==> src/rtl/eth_tx_scheduler.sv <==
// Frame-level sequencer for the dibit pixel serializer: splits one BRAM frame into RMII payload
// windows, priming BRAM latency before each window and holding the inter-frame gap after it.
module eth_tx_scheduler #(
    parameter int unsigned FRAME_PIXELS      = 76800,
    parameter int unsigned PIXELS_PER_PACKET = 256,
    parameter int unsigned BRAM_LAT          = 2,
    parameter int unsigned IFG_CYCLES        = 48
) (
    input  logic        clk,
    input  logic        rst,
    input  logic        frame_ready,
    input  logic        phy_busy,
    input  logic        abort,
    output logic        ser_stall,
    output logic        ser_rst,
    output logic        tx_en,
    output logic        pkt_start,
    output logic [15:0] pkt_len,
    output logic [15:0] pkt_idx,
    output logic        frame_done,
    output logic        busy
);

    localparam int unsigned REM_W    = $clog2(FRAME_PIXELS + 1);
    localparam int unsigned SEND_MAX = PIXELS_PER_PACKET * 4;
    localparam int unsigned CNT_MAX0 = (SEND_MAX > BRAM_LAT) ? SEND_MAX : BRAM_LAT;
    localparam int unsigned CNT_MAX  = (CNT_MAX0 > IFG_CYCLES) ? CNT_MAX0 : IFG_CYCLES;
    localparam int unsigned CNT_W    = $clog2(CNT_MAX + 1);

    typedef enum logic [2:0] {StIdle, StWaitPhy, StPrime, StSend, StGap} state_e;

    state_e             state_q, state_d;
    logic [REM_W-1:0]   rem_q, rem_d;
    logic [CNT_W-1:0]   cnt_q, cnt_d;
    logic               pending_q, pending_d;
    logic               aborted_q, aborted_d;
    logic [15:0]        pkt_len_q, pkt_len_d;
    logic [15:0]        pkt_idx_q, pkt_idx_d;
    logic               ser_rst_q, ser_rst_d;
    logic               pkt_start_q, pkt_start_d;
    logic               frame_done_q, frame_done_d;
    logic               ser_stall_q, tx_en_q, busy_q;
    logic [15:0]        len_sel;

    // Phase counters count down to zero; the load value is the phase length minus one.
    function automatic logic [CNT_W-1:0] send_load(input logic [15:0] len);
        logic [17:0] cycles;
        cycles = {len, 2'b00} - 18'd1;
        return CNT_W'(cycles);
    endfunction

    always_comb begin
        state_d      = state_q;
        rem_d        = rem_q;
        cnt_d        = cnt_q;
        pending_d    = pending_q;
        aborted_d    = aborted_q;
        pkt_len_d    = pkt_len_q;
        pkt_idx_d    = pkt_idx_q;
        ser_rst_d    = 1'b0;
        pkt_start_d  = 1'b0;
        frame_done_d = 1'b0;
        len_sel      = (32'(rem_q) > PIXELS_PER_PACKET) ? 16'(PIXELS_PER_PACKET) : 16'(rem_q);

        if (state_q != StIdle && frame_ready) pending_d = 1'b1;
        if (abort) pending_d = 1'b0;

        unique case (state_q)
            StIdle: begin
                if (!abort && (frame_ready || pending_q)) begin
                    state_d   = StWaitPhy;
                    ser_rst_d = 1'b1;
                    rem_d     = REM_W'(FRAME_PIXELS);
                    pkt_idx_d = '0;
                    pending_d = 1'b0;
                    aborted_d = 1'b0;
                end
            end
            StWaitPhy, StPrime, StSend: begin
                if (abort) begin
                    state_d   = StGap;
                    cnt_d     = CNT_W'(IFG_CYCLES - 1);
                    rem_d     = '0;
                    aborted_d = 1'b1;
                end else if (state_q == StWaitPhy) begin
                    if (!phy_busy) begin
                        pkt_start_d = 1'b1;
                        pkt_len_d   = len_sel;
                        if (BRAM_LAT == 0) begin
                            state_d = StSend;
                            cnt_d   = send_load(len_sel);
                        end else begin
                            state_d = StPrime;
                            cnt_d   = CNT_W'(BRAM_LAT - 1);
                        end
                    end
                end else if (cnt_q != '0) begin
                    cnt_d = cnt_q - 1'b1;
                end else if (state_q == StPrime) begin
                    state_d = StSend;
                    cnt_d   = send_load(pkt_len_q);
                end else begin
                    state_d = StGap;
                    cnt_d   = CNT_W'(IFG_CYCLES - 1);
                    rem_d   = rem_q - REM_W'(pkt_len_q);
                end
            end
            StGap: begin
                if (cnt_q != '0) begin
                    cnt_d = cnt_q - 1'b1;
                end else if (aborted_q) begin
                    state_d = StIdle;
                end else if (rem_q != '0) begin
                    state_d   = StWaitPhy;
                    pkt_idx_d = pkt_idx_q + 16'd1;
                end else begin
                    // Pending requests are picked up from IDLE on the following edge.
                    state_d      = StIdle;
                    frame_done_d = 1'b1;
                end
            end
            default: state_d = StIdle;
        endcase
    end

    always_ff @(posedge clk or negedge rst) begin
        if (!rst) begin
            state_q      <= StIdle;
            rem_q        <= '0;
            cnt_q        <= '0;
            pending_q    <= 1'b0;
            aborted_q    <= 1'b0;
            pkt_len_q    <= '0;
            pkt_idx_q    <= '0;
            ser_rst_q    <= 1'b0;
            pkt_start_q  <= 1'b0;
            frame_done_q <= 1'b0;
            ser_stall_q  <= 1'b1;
            tx_en_q      <= 1'b0;
            busy_q       <= 1'b0;
        end else begin
            state_q      <= state_d;
            rem_q        <= rem_d;
            cnt_q        <= cnt_d;
            pending_q    <= pending_d;
            aborted_q    <= aborted_d;
            pkt_len_q    <= pkt_len_d;
            pkt_idx_q    <= pkt_idx_d;
            ser_rst_q    <= ser_rst_d;
            pkt_start_q  <= pkt_start_d;
            frame_done_q <= frame_done_d;
            ser_stall_q  <= (state_d != StSend);
            tx_en_q      <= (state_d == StSend);
            busy_q       <= (state_d != StIdle);
        end
    end

    assign ser_stall  = ser_stall_q;
    assign ser_rst    = ser_rst_q;
    assign tx_en      = tx_en_q;
    assign pkt_start  = pkt_start_q;
    assign pkt_len    = pkt_len_q;
    assign pkt_idx    = pkt_idx_q;
    assign frame_done = frame_done_q;
    assign busy       = busy_q;

endmodule

==> config.mk <==
export PLATFORM = sky130hd
export DESIGN_NAME = eth_tx_scheduler
export DESIGN_NICKNAME = d
export VERILOG_FILES = /design/src/rtl/eth_tx_scheduler.sv
export SDC_FILE = /design/constraint.sdc
export NUM_CORES = 1
export LEC_CHECK = 0
export BUFFER_PORTS_ARGS = -buffer_cell sky130_fd_sc_hd__buf_2
export CORE_MARGIN = 3
export CORE_UTILIZATION = 64
export CTS_BUF_LIST = sky130_fd_sc_hd__clkbuf_16
export DETAILED_ROUTE_END_ITERATION = 10
export GPL_TIMING_DRIVEN = 0
export HOLD_SLACK_MARGIN = 0.05
export PLACE_DENSITY = 0.93
export SYNTH_ARGS = -nofsm -noshare
export SYNTH_HDL_FRONTEND = slang
export SYNTH_SLANG_ARGS = --single-unit
export TNS_END_PERCENT = 10
==> constraint.sdc <==
create_clock -name clk -period 6.9 [get_ports clk]
set_input_delay 1.035 -clock clk [delete_from_list [all_inputs] [get_ports clk]]
set_output_delay 1.035 -clock clk [all_outputs]
set_load 0.05 [all_outputs]
==> results of run 1 <==
[power by group through the flow]
stage / sequential (mW) / clock [mW] / combinational [mW]
after floorplan: 0.784 / 0 / 0.747
after global placement: 0.615 / 0 / 1.15
after detailed placement: 0.619 / 0 / 1.19
after CTS: 0.616 / 0.483 / 1.21
after global routing: 0.632 / 0.503 / 1.33
final: 0.620 / 0.487 / 1.24
[synth_stat cells, drive strengths merged (4+ instances only)]
cell type and n:
dfrtp 70, nor2 50, nand2 49, o21ai 36
a21oi 26, inv 26, ha 19, xor2 18
xnor2 16, nor3 15, o211ai 12, buf 10
clkbuf 9, nand3 9, a21o 8, and3 8
nor2b 7, o31ai 7, and2 6, nand4 6
nor4 6, a31oi 5, o21a 5, o22ai 5
or4 5, a21boi 4, nor3b 4
[routing by layer]
layer / routed length (um) / global-route usage, %
met5: 0 / 0
met4: 340 / 12.99
met3: 954 / 7.189
met2: 5569 / 50.81
met1: 4670 / 39.74
[per-stage QoR]
step,hold slack [ns],util [%]
after floorplan,0.4762,-
after global placement,0.5044,72.32
after detailed placement,0.5098,72.36
after CTS,0.5253,76.99
after global routing,0.5424,76.99
final,0.5216,76.99
[registers in the layout, indices dropped and copies added, names as in the netlist]
signal      cells
ser_rst         1
pending_q       1
frame_done      1
cnt_q          11
tx_en           1
pkt_start       1
busy            1
pkt_idx        16
pkt_len        16
aborted_q       1
ser_stall       1
rem_q          17
state_q         3
[layout make-up]
cell class	count	share of cell area, %
well taps	77	1.916
clock inverters	7	1.543
repair buffers	42	4.230
plain buffers	19	2.140
inverters	26	1.941
flip-flops and latches	71	35.36
clock buffers	9	4.479
multi-input cells	369	48.40
[worst max-delay path, cell delays in order]
cell	delay, ns
buf_2	0.14
or2_2	0.27
buf_2	0.20
nor4_4	0.44
buf_2	0.32
o211ai_1	0.17
xor2_1	0.26
nor2_1	0.08
[worst paths after layout]
check,to,slack (ns),cells after the start
min reg2reg,pkt_len[15],0.52,2
max in group asynchronous,cnt_q[10],5.51,1
max,pkt_idx[4],4.22,8
min in group asynchronous,cnt_q[1],0.81,1
max reg2reg,rem_q[15],4.25,7
min,pkt_len[15],0.52,2
[logic make-up after synthesis]
kind of cell	after synthesis
and+or+nand+nor	175
xor gates and xnor gates	34
DFF	71
buffers and inverters	45
muxes	1
adders and majority gates	20
AOI/OAI and AO/OA	139
==> run summary, run 1 <==
FF+latch count, synth = 71
# diodes = 0
Die ar. = 0.007934 sq mm
PostCTS Resize Cnt = 0
via count = 4062
Num CTS Buffers = 9
leakage = 2.327 nW
Rows = 29
global-route usage over all layers = 31.03%
CP arrival = 2.91 ns
fmax = 0.3728 GHz
worst-path maximum fanout = 10
Synth Warn # = 0
CTS tree = done
complex-gate fraction of the synthesized area = 21.25%
Mapped Area = 0.004417 sq mm
core area = 0.006531 sq mm
asr flop ratio synth = 100.0%
CP Class = in2reg
Worst Setup Start Kind = input pin
Clk pwr share = 20.8%
post-synthesis sequential area ratio = 40.25%
Post-Synth XOR/XNOR Area = 6.742%
Synth cell types = 70
Total Routed Length = 11530 um
switch share = 47.79%
RSZ-0062 raised after global routing = no
antenna-violating nets left = 0
dpl ws = 3.994 ns
crit path from = abort
Detail Placement HPWL = 7799 um
Synth Net Count = 510
Syn Area/Cell = 9.107 sq um
fin. max-slew vios = 0
final period utilization = 38.87%
fin worst setup slack = 4.218 ns
share of the synthesized area in the top cell type = 39.66%
Clk pin slew, worst setup/hold paths = 0.07 ns
largest net degree at the start of global routing = 72
vias in the first global route = 3958
vias per inst = 6.552
CP Capture Type = register
P_sw = 1.119 mW
IO Port Bufs = 42
cell area after layout = 0.005029 sq mm
final setup fails = 0
Tot Pwr = 2.342 mW
initial drt markers = 456
Nets = 563
Cell Count, Final, Fillers Out = 620
Internal Power = 1.223 mW
Max clock buf depth = 2
Syn-to-layout area delta = 13.85%
most common cell after layout, fill and taps aside = dfrtp_1
mux cell area share after synthesis = 0.2550%
PD cells = 465.8 mW/mm^2
Die Wd = 89.08 um
Max-Cap Viols = 0
ys flop type = dfrtp_1
Max VDD drop = 0.3261 mV
WP data required = 7.13 ns
worst-skew pair later-pin latency = 0.34 ns
Cells after DPL = 604
EDFF count, synth = 0
number of remaining DRC errors = 0
initial antenna violation count = 0
worst hold path type = reg2reg
footprint of the multi-input gates = 0.002434 sq mm
IO Count = 43
Reg area = 0.001778 sq mm
setup tns final = 0 ns
Slew HR = 41.46%
Die H = 89.08 um
gpl congestion = 0.9428
status = completed
Seq pwr share = 26.5%
placed cell area = 0.004726 sq mm
simple-gate share of the synthesized area = 21.02%
Logic pwr share = 52.7%
Worst R2R Start = cnt_q[0]
Hold Buf Count CTS = 0
Tmin final = 2.682 ns
CTS sink count = 71
H-tree lvl count = 3
clock skew = 0.01017 ns
Post-Syn Instances = 485
Root Buffer = clkbuf_16
largest family of logic cells by synthesized area = compound AO/OA/AOI/OAI gates
hold path startpoint = pkt_len[15]
Worst-Margin Slew = 0.8782 ns
Final Hold Fails = 0
Fill cells = 428
largest area contributor in the netlist = dfrtp_1
synth top area cells = dfrtp_1 40%, ha_1 5.4%, nor2_1 4.2%, nand2_1 4.1%, o21ai_0 4.0%
initial core utilization = 67.62%
routed len/inst = 18.60 um
layout cells sized above 1 = 16.94%
GRT Residual Overflow = 0
adder-cell area share of the yosys netlist = 5.836%
Post-CTS Setup Bufs = 0
most frequent cells in the layout = 70 x dfrtp_1, 49 x nor2_1, 48 x buf_2, 48 x nand2_1, 35 x o21ai_0
first-pass GRT wire length = 19080 um
drt pass-1 iters = 7
Note: power is estimated with default switching activity, not from simulation.
==> run 2, diff against run 1 <==
--- a/config.mk
+++ b/config.mk
@@ -5,14 +5,15 @@
 export SDC_FILE = /design/constraint.sdc
 export NUM_CORES = 1
 export LEC_CHECK = 0
+export ABC_AREA = 1
 export BUFFER_PORTS_ARGS = -buffer_cell sky130_fd_sc_hd__buf_2
 export CORE_MARGIN = 3
-export CORE_UTILIZATION = 64
+export CORE_UTILIZATION = 60
 export CTS_BUF_LIST = sky130_fd_sc_hd__clkbuf_16
 export DETAILED_ROUTE_END_ITERATION = 10
 export GPL_TIMING_DRIVEN = 0
 export HOLD_SLACK_MARGIN = 0.05
-export PLACE_DENSITY = 0.93
+export PLACE_DENSITY = 0.88
 export SYNTH_ARGS = -nofsm -noshare
 export SYNTH_HDL_FRONTEND = slang
 export SYNTH_SLANG_ARGS = --single-unit
==> constraint.sdc (replaced) <==
create_clock -name clk -period 2.8 [get_ports clk]
set_input_delay 0.42 -clock clk [delete_from_list [all_inputs] [get_ports clk]]
set_output_delay 0.42 -clock clk [all_outputs]
set_load 0.05 [all_outputs]
==> run 2 against run 1 <==
  * Design area is 6.6% higher
  * Sequential share of layout area is 2.2 points lower
  * Synthesized area is 7.0% higher
  * Via count is 14% higher
  * Critical path type is now reg2reg
==> run summary, run 2 <==
Clk pin slew, worst setup/hold paths = 0.06 ns
Die Wd = 94.75 um
Synth Warn # = 0
Max clock buf depth = 2
largest net degree at the start of global routing = 72
global-route usage over all layers = 28.43%
Post-Syn Instances = 660
Num CTS Buffers = 9
# diodes = 0
Worst-Margin Slew = 0.8709 ns
Nets = 738
Fill cells = 549
gpl congestion = 0.9074
Hold Buf Count CTS = 0
number of flip-flops in the largest register = 17
Slew HR = 41.94%
Syn Area/Cell = 7.160 sq um
CTS tree = done
Most Frequent Cell on Critical Path = nand2_1
FF+latch count, synth = 71
number of remaining DRC errors = 0
list of most frequent post-synthesis cells = 187 x nand2_1, 84 x inv_1, 80 x nor2_1, 70 x dfrtp_1, 54 x nand3_1
Internal Power = 3.196 mW
Detail Placement HPWL = 8665 um
initial antenna violation count = 0
top-count cell post-synth = nand2_1
GRT Residual Overflow = 0
RSZ-0062 raised after global routing = no
CP arrival = 2.41 ns
Worst Setup Start Kind = register
footprint of the multi-input gates = 0.002522 sq mm
PostCTS Resize Cnt = 0
Max VDD drop = 0.5909 mV
initial drt markers = 336
clock skew = 0.006072 ns
Root Buffer = clkbuf_16
most common cell after layout, fill and taps aside = nand2_1
post-synthesis sequential area ratio = 37.62%
switch share = 50.19%
Cells after DPL = 801
share of the synthesized area in the top cell type = 37.07%
Tot Pwr = 6.416 mW
Rows = 31
routed len/inst = 14.52 um
Logic pwr share = 57.6%
largest area contributor in the netlist = dfrtp_1
vias per inst = 5.660
H-tree lvl count = 3
worst-path maximum fanout = 9
CP Capture Type = register
PD cells = 1197 mW/mm^2
WP data required = 3.06 ns
Die ar. = 0.008978 sq mm
setup tns final = 0 ns
fmax = 0.4663 GHz
Tmin final = 2.144 ns
Die H = 94.75 um
Mapped Area = 0.004726 sq mm
initial core utilization = 63.46%
Clk pwr share = 17.7%
layout cells sized above 1 = 15.74%
Seq pwr share = 24.8%
first-pass GRT wire length = 20130 um
vias in the first global route = 4598
Post-CTS Setup Bufs = 0
via count = 4624
drt pass-1 iters = 5
dpl ws = 0.7073 ns
worst path cell trace = inv_1, ha_1, nand3_2, nor2_4, nand3_4, nand2_1, nand2_2, nor2_2, nand2_1, o21ai_1
worst-skew pair later-pin latency = 0.33 ns
Reg with most FFs = rem_q
final period utilization = 76.58%
antenna-violating nets left = 0
leakage = 2.797 nW
Max-Cap Viols = 0
worst hold slack = 0.1894 ns
IO Port Bufs = 42
P_sw = 3.220 mW
final setup fails = 0
Worst path slowest cell = dfrtp_1
IO Count = 43
CP Class = reg2reg
Synth cell types = 40
worst hold path type = in2async
fin worst setup slack = 0.6557 ns
Cell Count, Final, Fillers Out = 817
EDFF count, synth = 0
most frequent cells in the layout = 187 x nand2_1, 84 x inv_1, 80 x nor2_1, 70 x dfrtp_1, 54 x nand3_1
synth top area cells = dfrtp_1 37%, nand2_1 15%, inv_1 6.7%, nor2_1 6.4%, nand3_1 5.7%
asr flop ratio synth = 100.0%
status = completed
CP max stage delay = 0.37 ns
fin. max-slew vios = 0
Final Hold Fails = 0
ys flop type = dfrtp_1
Syn-to-layout area delta = 13.42%
Total Routed Length = 11860 um
core area = 0.007447 sq mm
Reg area = 0.001778 sq mm
Synth Net Count = 685
CTS sink count = 71
## run 2: cell families (layout without fill, tap and decap cells)
logic type	count (synthesis)	in the layout	synth area share, %
adders and majority gates	20	20	5.454
DFF	71	71	37.62
xor gates and xnor gates	26	26	4.819
AOI/OAI and AO/OA	68	68	8.234
and+or+nand+nor	371	371	34.87
buffers and inverters	104	162	9.002
## run 2: final cells by class
class                           instances  share of cell area [%]
Multi-Input combinational cell        485                   47.06
Buffer                                  8                   1.167
Sequential cell                        71                   33.17
Clock buffer                            9                   4.202
Clock inverter                          7                   1.354
Timing Repair Buffer                   42                   3.968
Tap cell                               99                   2.311
Inverter                               96                   6.769
## run 2: worst paths after layout
check	from	endpoint	slack, ns	cells past startpoint
max	cnt_q[0]	rem_q[12]	0.66	10
min	rst	cnt_q[4]	0.19	1
max reg2reg	cnt_q[0]	rem_q[12]	0.66	10
min reg2reg	cnt_q[10]	cnt_q[10]	0.48	2
max in group asynchronous	rst	pkt_len[6]	2.02	1
min in group clk	frame_ready	pending_q	0.45	3
## run 2: power groups by stage
stage / clock network [mW] / logic [mW] / registers, mW
after global placement: 0 / 3.46 / 1.57
final: 1.14 / 3.69 / 1.59
after CTS: 1.15 / 3.65 / 1.58
after floorplan: 0 / 2.46 / 1.93
after detailed placement: 0 / 3.58 / 1.59
after global routing: 1.19 / 4.11 / 1.62
## run 2: critical path: cells and delay by family, from the launching register on
family | cells | cell delay (ns)
DFF | 1 | 0.37
and+or+nand+nor | 7 | 1.11
adders and majority gates | 1 | 0.26
buffers and inverters | 1 | 0.20
AOI/OAI and AO/OA | 1 | 0.13
## run 2: layer usage
| layer | vias up | GRT usage (%) | wire length, um |
|---|---|---|---|
| met3 | 38 | 5.737 | 905 |
| met5 | - | 0 | 0 |
| met2 | 237 | 49.32 | 6162 |
| li1 | 2212 | - | - |
| met4 | 0 | 13.58 | 252 |
| met1 | 2137 | 33.55 | 4539 |
## run 2: metrics by stage
step | util (%) | area (sq um)
finish | 71.98 | 5360
global route | 71.98 | 5360
CTS | 71.98 | 5360
detailed placement | 67.98 | 5062
global placement | 67.94 | 5060
floorplan | - | 4726
